### src/rtl/sha256_msg_loader.sv
`default_nettype none
// ============================================================================
// Module  : sha256_msg_loader
// Brief   : Streams a big-endian message into the SHA-256 core's 16-word
//           input registers. Appends the 0x80 marker, zero fill and the
//           64-bit bit length, then runs one compression per 512-bit block.
//           Optional macro SHA_LOADER_STATS_EN adds the blk_count output,
//           which counts compressions started since the last core_reset.
// Revision: 1.0 - initial release
// ============================================================================
module sha256_msg_loader #(
    parameter int LEN_W = 64
) (
    input  logic        clk,
    input  logic        reset,
    input  logic        in_valid,
    output logic        in_ready,
    input  logic [31:0] in_data,
    input  logic        in_last,
    input  logic [2:0]  in_bytes,
    output logic        core_reset,
    output logic        core_chipselect,
    output logic        core_write,
    output logic [3:0]  core_address,
    output logic [31:0] core_writedata,
    output logic        core_go,
    input  logic        core_done,
    output logic        msg_done,
    output logic        busy
`ifdef SHA_LOADER_STATS_EN
    ,
    output logic [15:0] blk_count
`endif
);

    typedef enum logic [2:0] {
        S_IDLE = 3'd0,
        S_FILL = 3'd1,
        S_PAD  = 3'd2,
        S_LEN  = 3'd3,
        S_GO   = 3'd4,
        S_WAIT = 3'd5,
        S_FIN  = 3'd6
    } state_t;

    localparam logic [31:0] c_MARKER_WORD = 32'h8000_0000;
    localparam logic [3:0]  c_LEN_HI_IDX  = 4'd14;
    localparam logic [3:0]  c_LAST_IDX    = 4'd15;

    state_t             r_state;
    logic [3:0]         r_idx;
    logic [LEN_W-1:0]   r_bitlen;
    logic               r_pad_done;   // 0x80 marker already written for this message
    logic               r_more_data;  // block full, message words still to come
    logic               r_extra_blk;  // padding spills into another block
    logic               r_final;      // block just issued carries the length
    logic               r_wait_first; // first WAIT cycle, core_done may be stale

    logic [2:0]         w_last_bytes;
    logic [2:0]         w_bytes;
    logic [31:0]        w_fmt_word;
    logic [63:0]        w_len64;
    logic               w_pad_skip;
    logic [LEN_W-1:0]   w_bit_add;

    // Zero-extend (or truncate) the internal bit counter to the 64-bit field.
    generate
        if (LEN_W < 64) begin : g_len_ext
            assign w_len64 = {{(64 - LEN_W){1'b0}}, r_bitlen};
        end else begin : g_len_trunc
            assign w_len64 = r_bitlen[63:0];
        end
    endgenerate

    // Out-of-range byte counts on the last word are treated as a full word.
    assign w_last_bytes = (in_bytes >= 3'd4) ? 3'd4 : in_bytes;
    assign w_bytes      = in_last ? w_last_bytes : 3'd4;
    assign w_bit_add    = LEN_W'({w_bytes, 3'b000});

    // In PAD, index 14 is left for the length once the marker is placed.
    assign w_pad_skip   = (r_state == S_PAD) && r_pad_done && (r_idx == c_LEN_HI_IDX);

    // Format the last word: keep the valid top bytes, insert the marker, zero the rest.
    always_comb begin
        w_fmt_word = in_data;
        if (in_last) begin
            case (w_last_bytes)
                3'd0:    w_fmt_word = c_MARKER_WORD;
                3'd1:    w_fmt_word = {in_data[31:24], 8'h80, 16'h0000};
                3'd2:    w_fmt_word = {in_data[31:16], 8'h80, 8'h00};
                3'd3:    w_fmt_word = {in_data[31:8], 8'h80};
                default: w_fmt_word = in_data;
            endcase
        end
    end

    // Decode core-side strobes and the upstream handshake from the current state.
    always_comb begin
        in_ready       = 1'b0;
        core_reset     = 1'b0;
        core_write     = 1'b0;
        core_address   = r_idx;
        core_writedata = 32'h0000_0000;
        core_go        = 1'b0;
        msg_done       = 1'b0;
        case (r_state)
            S_IDLE: begin
                core_reset = in_valid;
            end
            S_FILL: begin
                in_ready = 1'b1;
                if (in_valid) begin
                    core_write     = 1'b1;
                    core_writedata = w_fmt_word;
                end
            end
            S_PAD: begin
                if (!w_pad_skip) begin
                    core_write     = 1'b1;
                    core_writedata = r_pad_done ? 32'h0000_0000 : c_MARKER_WORD;
                end
            end
            S_LEN: begin
                core_write     = 1'b1;
                core_writedata = (r_idx == c_LEN_HI_IDX) ? w_len64[63:32] : w_len64[31:0];
            end
            S_GO: begin
                core_go = 1'b1;
            end
            S_FIN: begin
                msg_done = 1'b1;
            end
            default: begin
                core_write = 1'b0;
            end
        endcase
    end

    assign core_chipselect = core_write;
    assign busy            = (r_state != S_IDLE);

    // Block sequencing: fill, pad, append length, compress, repeat.
    always_ff @(posedge clk) begin
        if (reset) begin
            r_state      <= S_IDLE;
            r_idx        <= 4'd0;
            r_bitlen     <= '0;
            r_pad_done   <= 1'b0;
            r_more_data  <= 1'b0;
            r_extra_blk  <= 1'b0;
            r_final      <= 1'b0;
            r_wait_first <= 1'b0;
        end else begin
            case (r_state)
                S_IDLE: begin
                    if (in_valid) begin
                        r_state     <= S_FILL;
                        r_idx       <= 4'd0;
                        r_bitlen    <= '0;
                        r_pad_done  <= 1'b0;
                        r_more_data <= 1'b0;
                        r_extra_blk <= 1'b0;
                        r_final     <= 1'b0;
                    end
                end
                S_FILL: begin
                    if (in_valid) begin
                        r_bitlen <= r_bitlen + w_bit_add;
                        r_idx    <= r_idx + 4'd1;
                        if (in_last) begin
                            r_pad_done <= (w_last_bytes != 3'd4);
                            // A last word that fills the block leaves padding for the next one.
                            if (r_idx == c_LAST_IDX) begin
                                r_state     <= S_GO;
                                r_extra_blk <= 1'b1;
                            end else begin
                                r_state <= S_PAD;
                            end
                        end else if (r_idx == c_LAST_IDX) begin
                            r_state     <= S_GO;
                            r_more_data <= 1'b1;
                        end
                    end
                end
                S_PAD: begin
                    if (w_pad_skip) begin
                        r_state <= S_LEN;
                    end else begin
                        r_pad_done <= 1'b1;
                        r_idx      <= r_idx + 4'd1;
                        if (r_idx == c_LAST_IDX) begin
                            r_state     <= S_GO;
                            r_extra_blk <= 1'b1;
                        end
                    end
                end
                S_LEN: begin
                    r_idx <= r_idx + 4'd1;
                    if (r_idx == c_LAST_IDX) begin
                        r_state <= S_GO;
                        r_final <= 1'b1;
                    end
                end
                S_GO: begin
                    r_state      <= S_WAIT;
                    r_wait_first <= 1'b1;
                end
                S_WAIT: begin
                    if (r_wait_first) begin
                        r_wait_first <= 1'b0;
                    end else if (core_done) begin
                        r_idx       <= 4'd0;
                        r_more_data <= 1'b0;
                        r_extra_blk <= 1'b0;
                        r_final     <= 1'b0;
                        if (r_final) begin
                            r_state <= S_FIN;
                        end else if (r_extra_blk) begin
                            r_state <= S_PAD;
                        end else if (r_more_data) begin
                            r_state <= S_FILL;
                        end else begin
                            r_state <= S_IDLE;
                        end
                    end
                end
                S_FIN: begin
                    r_state <= S_IDLE;
                end
                default: begin
                    r_state <= S_IDLE;
                end
            endcase
        end
    end

`ifdef SHA_LOADER_STATS_EN
    logic [15:0] r_blk_count;

    // Count compressions started for the current message, saturating.
    always_ff @(posedge clk) begin
        if (reset || core_reset) begin
            r_blk_count <= 16'h0000;
        end else if (core_go && (r_blk_count != 16'hFFFF)) begin
            r_blk_count <= r_blk_count + 16'h0001;
        end
    end

    assign blk_count = r_blk_count;
`endif

endmodule
`default_nettype wire

### config.mk
export PLATFORM = sky130hd
export DESIGN_NAME = sha256_msg_loader
export DESIGN_NICKNAME = d
export VERILOG_FILES = /design/src/rtl/sha256_msg_loader.sv
export SDC_FILE = /design/constraint.sdc
export NUM_CORES = 1
export LEC_CHECK = 0
export CELL_PAD_IN_SITES_DETAIL_PLACEMENT = 2
export CELL_PAD_IN_SITES_GLOBAL_PLACEMENT = 2
export CORE_ASPECT_RATIO = 0.8
export CORE_UTILIZATION = 27
export DETAILED_ROUTE_END_ITERATION = 10
export GPL_TIMING_DRIVEN = 0
export PLACE_DENSITY_LB_ADDON = 0.1
export SYNTH_ARGS = -nofsm -noshare
export SYNTH_HDL_FRONTEND = slang
export SYNTH_SLANG_ARGS = --single-unit
### constraint.sdc
create_clock -name clk -period 2.8 [get_ports clk]
set_clock_uncertainty 0.2 [all_clocks]
set_input_delay 0.56 -clock clk [delete_from_list [all_inputs] [get_ports clk]]
set_output_delay 0.56 -clock clk [all_outputs]
set_load 0.005 [all_outputs]
After elaboration in Yosys (flattened, before gate mapping):

Index checks and enable logic that the tools add are counted.

* output and inout bits: 43
* flip-flop bits (word level): 76

* $add $sub $neg: 2
* order comparisons: 1
* eq/ne operators: 21
* reduce and logical (&&, ||, !) cells: 19
* mux-type cells: 55

Operators with widths (count)
* 2-to-1 mux 32 bit: 5
* 2-to-1 mux 64 bit: 2
* case mux 32 bit (4 select lines): 1
* case mux 64 bit (2 select lines): 1
* case mux 32 bit (3 select lines): 1
* adder 64 x 6 -> 64 bit: 1
* 2-to-1 mux 3 bit: 11
* 2-to-1 mux 1 bit: 20
* 2-to-1 mux 4 bit: 5
* case mux 4 bit (5 select lines): 1
* inequality test 2 bit (second input constant): 9
* case mux 3 bit (6 select lines): 1
* AND reduction 7 bit: 2
* equality test 3 x 2 -> 1 bit (second input constant): 4
* case mux 1 bit (3 select lines): 4
* nonzero test 3 bit: 4
* AND reduction 5 bit: 2
* equality test 3 bit (second input constant): 3
* equality test 4 bit (second input constant): 2
* equality test 3 x 1 -> 1 bit (second input constant): 2
* logical NOT 3 bit: 2
* AND reduction 6 bit: 1
* nonzero test 5 bit: 1
* adder 4 x 1 -> 4 bit (second input constant): 1
* other kinds (10): 12

Depth between registers and ports, before layout:

Gate-level depths: netlist of the first run.

* word-level depth: 7
* mapped depth: 11
* depth with buffers taken out: 9

Least setup slack after synthesis of the first run:

Ideal clock, no wire load.

* kind: input-to-reg
* from: input in_last
* to: register r_bitlen[53]
* slack: -0.126 ns
* library setup time: 0.070 ns
* stages on the path: 10
* arrival: 2.656 ns
* path through: nor2b_1 -> and2_1 -> ha_1 -> fa_1 -> a21oi_1 -> nor4b_2 -> nand4_1 -> clkbuf_1 -> or3_1 -> a21oi_1

* word-level cells in the longest chain between the ends: 4

RTL lines
* from (decl): RTL line 19 `input logic in_last,`
* 2-to-1 mux 3 bit: RTL line 77 `assign w_bytes = in_last ? w_last_bytes : 3'd4;`
* adder 64 x 6 -> 64 bit: RTL line 168 `r_bitlen <= r_bitlen + w_bit_add;`
* 2-to-1 mux 64 bit: RTL line 167 `if (in_valid) begin`
* case mux 64 bit (2 select lines): RTL line 154 `case (r_state)`
* to (signal assigned): RTL line 168
* to (decl): RTL line 52 `logic [LEN_W-1:0] r_bitlen;`

Every way passes these cells. The select of a mux whose other input is x is not followed.
A chain may end at the register's enable or synchronous reset.

Worst setup path after layout of the first run:

* from: register r_state[1]
* to: output core_reset

* word-level cells in the longest chain between the ends: 2

RTL lines
* from (decl): RTL line 50 `state_t r_state;`
* from (signal assigned): RTL line 145 `r_state <= S_IDLE;`
* from (signal assigned): RTL line 157 `r_state <= S_FILL;`
* from (signal assigned): RTL line 174 `r_state <= S_GO;`
* logical NOT 3 bit: RTL line 106 `case (r_state)`
* 2-to-1 mux 1 bit: RTL line 106
* to (decl): RTL line 21 `output logic core_reset,`

Every way passes these cells.

==> impl_metrics.yaml, run 1 <==
detailed_routing:
  drtIter0Drc: 252
  drc: 0
  viasPerCell: 5.47
  drt-total-wl_um: 21000
  wire_per_inst_um: 22.1
  ant_nets: 0
  vias: 5212
  drtPass1Iterations: 4
clock_tree:
  insertion_delay_ns: 0.35
  cts_tree: "done"
  cts_max_level: 3
  path_clk_slew_ns: 0.07
  cts_root_buf: "clkbuf_16"
  cts_sinks: 73
  cts_max_path_buffers: 2
  cts_made_buffers: 9
place:
  portBuffers: 81
  dp_hpwl_um: 14900
  gp_congestion: 0.847
  dp.cells: 895
sta:
  holdWs_ns: 0.259
  rsz0062_at_grt: "true"
  setup_viol: 0
  timing.fmax_ghz: 0.363
  maxSlewViolCount: 0
  hold_violations: 0
  tightestPinTransition_ns: 0.604
  slew_headroom: 0.594
  fin_crit_sh: 0.985
  min_period_ns: 2.76
global_route:
  grt_start_max_net_pins: 13
  grt_pass1_wl_um: 32200
  grt_overflow: 0
  antenna_found_initial: 0
  gr-usage-all-layers: 0.251
  grt_pass1_vias: 5549
setup_path:
  crit_path_max_fanout: 10
  cp-start-kind: "flop"
  cp-end-kind: "primary output"
  setup.worst_path.class: "flop to primary output"
  cp.required_ns: 2.04
  cp.arrival_ns: 2.00
run_status:
  outcome: "complete, no violations"
yosys:
  yosysTopAreaCell: "dfxtp_1"
  synth_area_um2: 4460
  syn_nets: 645
  avgSynthCellArea_um2: 7.44
  ys_ff_latch: 73
  yosysMostFrequentCell: "dfxtp_1"
  yosysTopAreaCellShare: 0.328
  synthTopCellsByArea: "dfxtp_1 33%, a21oi_1 7.0%, o21ai_0 7.0%"
  synth_ff_type: "dfxtp_1"
  ys_types: 52
  synth_edf_count: 0
  ys_seq_area_frac: 0.328
  synth_cells: 599
  synthArstFlopShare: 0
  synth_top_cells_by_count: "73 x dfxtp_1, 65 x nand2_1, 62 x a21oi_1, 62 x o21ai_0, 58 x nor2_1"
  yosysWarnings: 0
power:
  irDropWorstVdd_mv: 0.259
  leakagePower_nw: 2.27
  p_total_w: 0.00266
  p_per_area_nw_per_um2: 398
floorplan:
  ios: 83
  die_area_um2: 17000
  rows: 41
  die_y_um: 117
  die_w_um: 146
  coreArea_um2: 16000
  start_util: 0.279
final_layout:
  instances_no_fill: 952
  insertedDiodeCount: 0
  num-nets-final: 778
  drive_above_1_share: 0.218
  area_growth_pct: 50.1
  post-route-util: 0.419
min_path:
  hold_path_class: "flop to flop"
job:
  drv_cap: 0
kinds of logic after synthesis:
group,synth area share
AND/OR/NAND/NOR,0.327
AO/OA/AOI/OAI,0.189
flip-flops,0.328
buffers and inverters,0.0441
XOR/XNOR,0.0472
multiplexers,0.0472
adder cells (fa/ha/maj),0.0185
cells in the final DEF, fill, tap and decap left out, types with 7 or more instances in the layout:
master	count
dfxtp_1	66
nand2_1	63
a21oi_1	53
nor2_1	50
clkdlybuf4s50_1	45
o21ai_0	44
buf_4	35
nand3_1	28
or3_1	21
dlygate4sd2_1	21
mux2i_1	19
o21ai_1	18
xnor2_1	18
nand4_1	15
clkbuf_2	11
nor4_1	11
clkbuf_16	10
inv_1	10
or4_1	10
buf_6	9
nor3_1	9
clkbuf_1	8
and4_1	8
o31ai_1	8
buf_12	7
a21oi_2	7
metal layers:
layer,wire length (µm),vias to the layer above,GRT usage
met2,9840,98,0.423
met3,770,13,0.0469
met1,10200,2653,0.336
met5,0,-,0
met4,235,0,0.0540
li1,-,2448,-
flip-flops by register name (all words and copies together) (netlist names):
| signal | count |
|---|---|
| r_wait_first | 1 |
| r_pad_done | 1 |
| r_final | 1 |
| r_state | 3 |
| r_extra_blk | 1 |
| r_bitlen | 61 |
| r_more_data | 1 |
| core_address | 4 |
stage by stage:
step	cell area, µm²	worst slack [ns]	setup TNS [ns]
floorplan	4480	-0.0134	-0.0134
detailed placement	5560	-1.43	-82.13
global route	6690	-0.0199	-0.0563
finish	6690	0.0420	0
global placement	5560	-1.35	-77.82
CTS	6570	-0.0460	-0.0460
worst max-delay path, cell delays in order (launching register included):
cell and delay [ns]:
dfxtp_1 0.32, buf_6 0.15, or3b_4 0.46, nor2_2 0.18, clkdlybuf4s50_1 0.55
repair_timing:
item	in CTS	in global routing
hold buffers	0	0
cloned	2	0
setup endpoints to repair	96	64
gates resized for setup	164	58
pin swaps	24	16
buffers inserted	34	9
worst paths after layout:
| check | endpoint | start | slack, ns | cells past startpoint |
|---|---|---|---|---|
| worst min register to register | r_extra_blk$_SDFFE_PP0P_ | r_extra_blk$_SDFFE_PP0P_ | 0.26 | 2 |
| worst min-delay path | r_extra_blk$_SDFFE_PP0P_ | r_extra_blk$_SDFFE_PP0P_ | 0.26 | 2 |
| worst max-delay path | core_reset | r_state[1]$_SDFFE_PP0P_ | 0.04 | 4 |
| worst max register to register | r_bitlen[54]$_SDFFE_PP0P_ | r_state[1]$_SDFFE_PP0P_ | 0.07 | 8 |
layout make-up:
cell class / instances / area [µm²]
clock buffers: 11 / 243
plain buffers: 29 / 245
clock inverters: 5 / 78.8
inverters: 13 / 51.3
repair buffers: 126 / 1210
fillers: 1786 / 9260
multi-input cells: 480 / 3120
well taps: 215 / 269
flip-flops and latches: 73 / 1480
power by group:
| group | internal (W) | switching [W] | total [W] |
|---|---|---|---|
| registers | 0.00105 | 0.00000868 | 0.00105 |
| logic | 0.000156 | 0.000167 | 0.000323 |
| clock network | 0.000804 | 0.000481 | 0.00128 |
| total | 0.00201 | 0.000657 | 0.00266 |
(Power assumes the default switching activity.)
==> run 2, diff against run 1 <==
Clock period 2.8 ns to 2.3 ns, I/O delays scaled along.
==> impl_metrics.yaml, run 2 (synthesis gave the netlist of run 1 again) <==
clock_tree:
  cts_made_buffers: 9
  insertion_delay_ns: 0.36
  cts_tree: "done"
  path_clk_slew_ns: 0.07
  cts_max_level: 3
  cts_root_buf: "clkbuf_16"
  cts_sinks: 73
  cts_max_path_buffers: 2
sta:
  fin_crit_sh: 1.20
  holdWs_ns: 0.294
  postLayoutSetupSlackWorst_ns: -0.453
  slew_headroom: 0.517
  rsz0062_at_grt: "true"
  maxSlewViolCount: 0
  min_period_ns: 2.75
  timing.fmax_ghz: 0.363
  fin_setup_tns_ns: -17.58
  tightestPinTransition_ns: 0.722
  setup_viol: 84
  hold_violations: 0
power:
  power.switching_w: 0.000949
  sequentialPowerShare: 0.386
  irDropWorstVdd_mv: 0.275
  comb_power_share: 0.151
  p_sw_frac: 0.285
  leakagePower_nw: 2.75
  p_per_area_nw_per_um2: 427
  internal-power_w: 0.00238
  clkPwrFrac: 0.463
global_route:
  grt_pass1_vias: 6015
  antenna_found_initial: 0
  grt_start_max_net_pins: 14
  use_met3: 0.0632
  grt_overflow: 0
  gr-usage-all-layers: 0.286
  grt.busiest_layer: "met2"
  grt_pass1_wl_um: 36300
  met2_usage: 0.492
  met1_usage: 0.362
setup_path:
  cp.required_ns: 2.38
  rrSetupSlack_ns: -0.41
  cpPeakStageDelay_ns: 0.49
  setup.worst_path.class: "primary input to flop"
  cp_cell_sequence: "buf_8, nor2b_4, nand2_2, inv_2, ha_4, a21o_1, a21oi_4, buf_6, or4_4, buf_8, or4_4, a21oi_2"
  crit_path_max_fanout: 7
  cp-end-kind: "flop"
  critPathSlowestCell: "or4_4"
  cp.arrival_ns: 2.84
  cp-start-kind: "primary input"
final_layout:
  largest_reg_flops: 61
  largest_register: "r_bitlen"
  insertedDiodeCount: 0
  instances_no_fill: 1006
  fillers: 1667
  num-nets-final: 832
  area_growth_pct: 75.0
  final_cell_mix: "52 x dfxtp_1, 51 x buf_4, 44 x nand2_1"
  drive_above_1_share: 0.464
  final_common_cell: "dfxtp_1"
run_status:
  outcome: "finished with violations"
  violations: "setup timing"
floorplan:
  ios: 83
  die_area_um2: 17000
  coreArea_um2: 16000
  die_w_um: 146
  rows: 41
  die_y_um: 117
  start_util: 0.279
min_path:
  hold_path_class: "flop to flop"
job:
  drv_cap: 0
detailed_routing:
  vias: 5809
  ant_nets: 0
  viasPerCell: 5.77
  drtIter0Drc: 385
  drtPass1Iterations: 5
  drt-total-wl_um: 28100
  drc: 0
  wire_per_inst_um: 27.9
place:
  dp.cells: 895
  portBuffers: 81
  dp_hpwl_um: 15100
  gp_congestion: 0.881
## run 2: cell count changes in the layout (fill, tap and decap cells not counted), moves of 17 or more
cell	before	now
a21oi_1	53	36
buf_2	6	39
buf_6	9	39
dlygate4sd2_1	21	2
nand2_1	63	44
o21ai_0	44	19
o21ai_2	0	18
## run 2: timing repair
| action | 4_1_cts | 5_1_grt |
|---|---|---|
| pin swaps | 74 | 64 |
| gates resized for setup | 344 | 178 |
| setup endpoints to repair | 106 | 90 |
| hold endpoints to repair | 0 | 0 |
| hold buffers | 0 | 0 |
| buffers inserted | 67 | 35 |
| cloned | 4 | 0 |
## run 2: critical path, delay by kind of cell
kind | cells | cell delay (ns)
and+or+nand+nor | 4 | 1.17
AOI/OAI and AO/OA | 3 | 0.47
buffers and inverters | 4 | 0.46
adders and majority gates | 1 | 0.26
## run 2: stage by stage
step | util | worst slack, ns | area [µm²] | total power [W]
after CTS | 0.443 | -0.396 | 7060 | 0.00323
final | 0.489 | -0.453 | 7800 | 0.00333
after floorplan | - | -0.303 | 4540 | 0.00144
after global routing | 0.489 | -0.484 | 7800 | 0.00340
after detailed placement | 0.352 | -1.86 | 5620 | 0.00164
after global placement | 0.352 | -1.75 | 5620 | 0.00163
## run 2: layer usage
metal	wire length, µm	vias up
met3	1540	62
met2	13800	208
met5	0	-
li1	-	2549
met1	11800	2990
met4	867	0
## run 2: power groups by stage
stage               combinational (W)  sequential [W]  clock, W
finish                       0.000504         0.00128   0.00154
global route                 0.000522         0.00128   0.00159
CTS                          0.000421         0.00128   0.00153
detailed placement           0.000332         0.00131         0
global placement             0.000322         0.00131         0
floorplan                    0.000135         0.00131         0
## run 2: cell type report
| cell class | instances | area, µm² | share of cell area |
|---|---|---|---|
| plain buffers | 28 | 313 | 0.0401 |
| clock buffers | 10 | 239 | 0.0306 |
| clock inverters | 6 | 67.6 | 0.00866 |
| inverters | 13 | 51.3 | 0.00658 |
| multi-input cells | 480 | 3710 | 0.475 |
| flip-flops and latches | 73 | 1500 | 0.192 |
| well taps | 215 | 269 | 0.0345 |
| repair buffers | 181 | 1660 | 0.213 |
## run 2: final timing paths
path                       startpoint                        end  cells after the start
max                           in_last  r_bitlen[38]$_SDFFE_PP0P_                     12
min          r_extra_blk$_SDFFE_PP0P_   r_extra_blk$_SDFFE_PP0P_                      2
max reg2reg   r_state[1]$_SDFFE_PP0P_  r_bitlen[38]$_SDFFE_PP0P_                      8
min reg2reg  r_extra_blk$_SDFFE_PP0P_   r_extra_blk$_SDFFE_PP0P_                      2
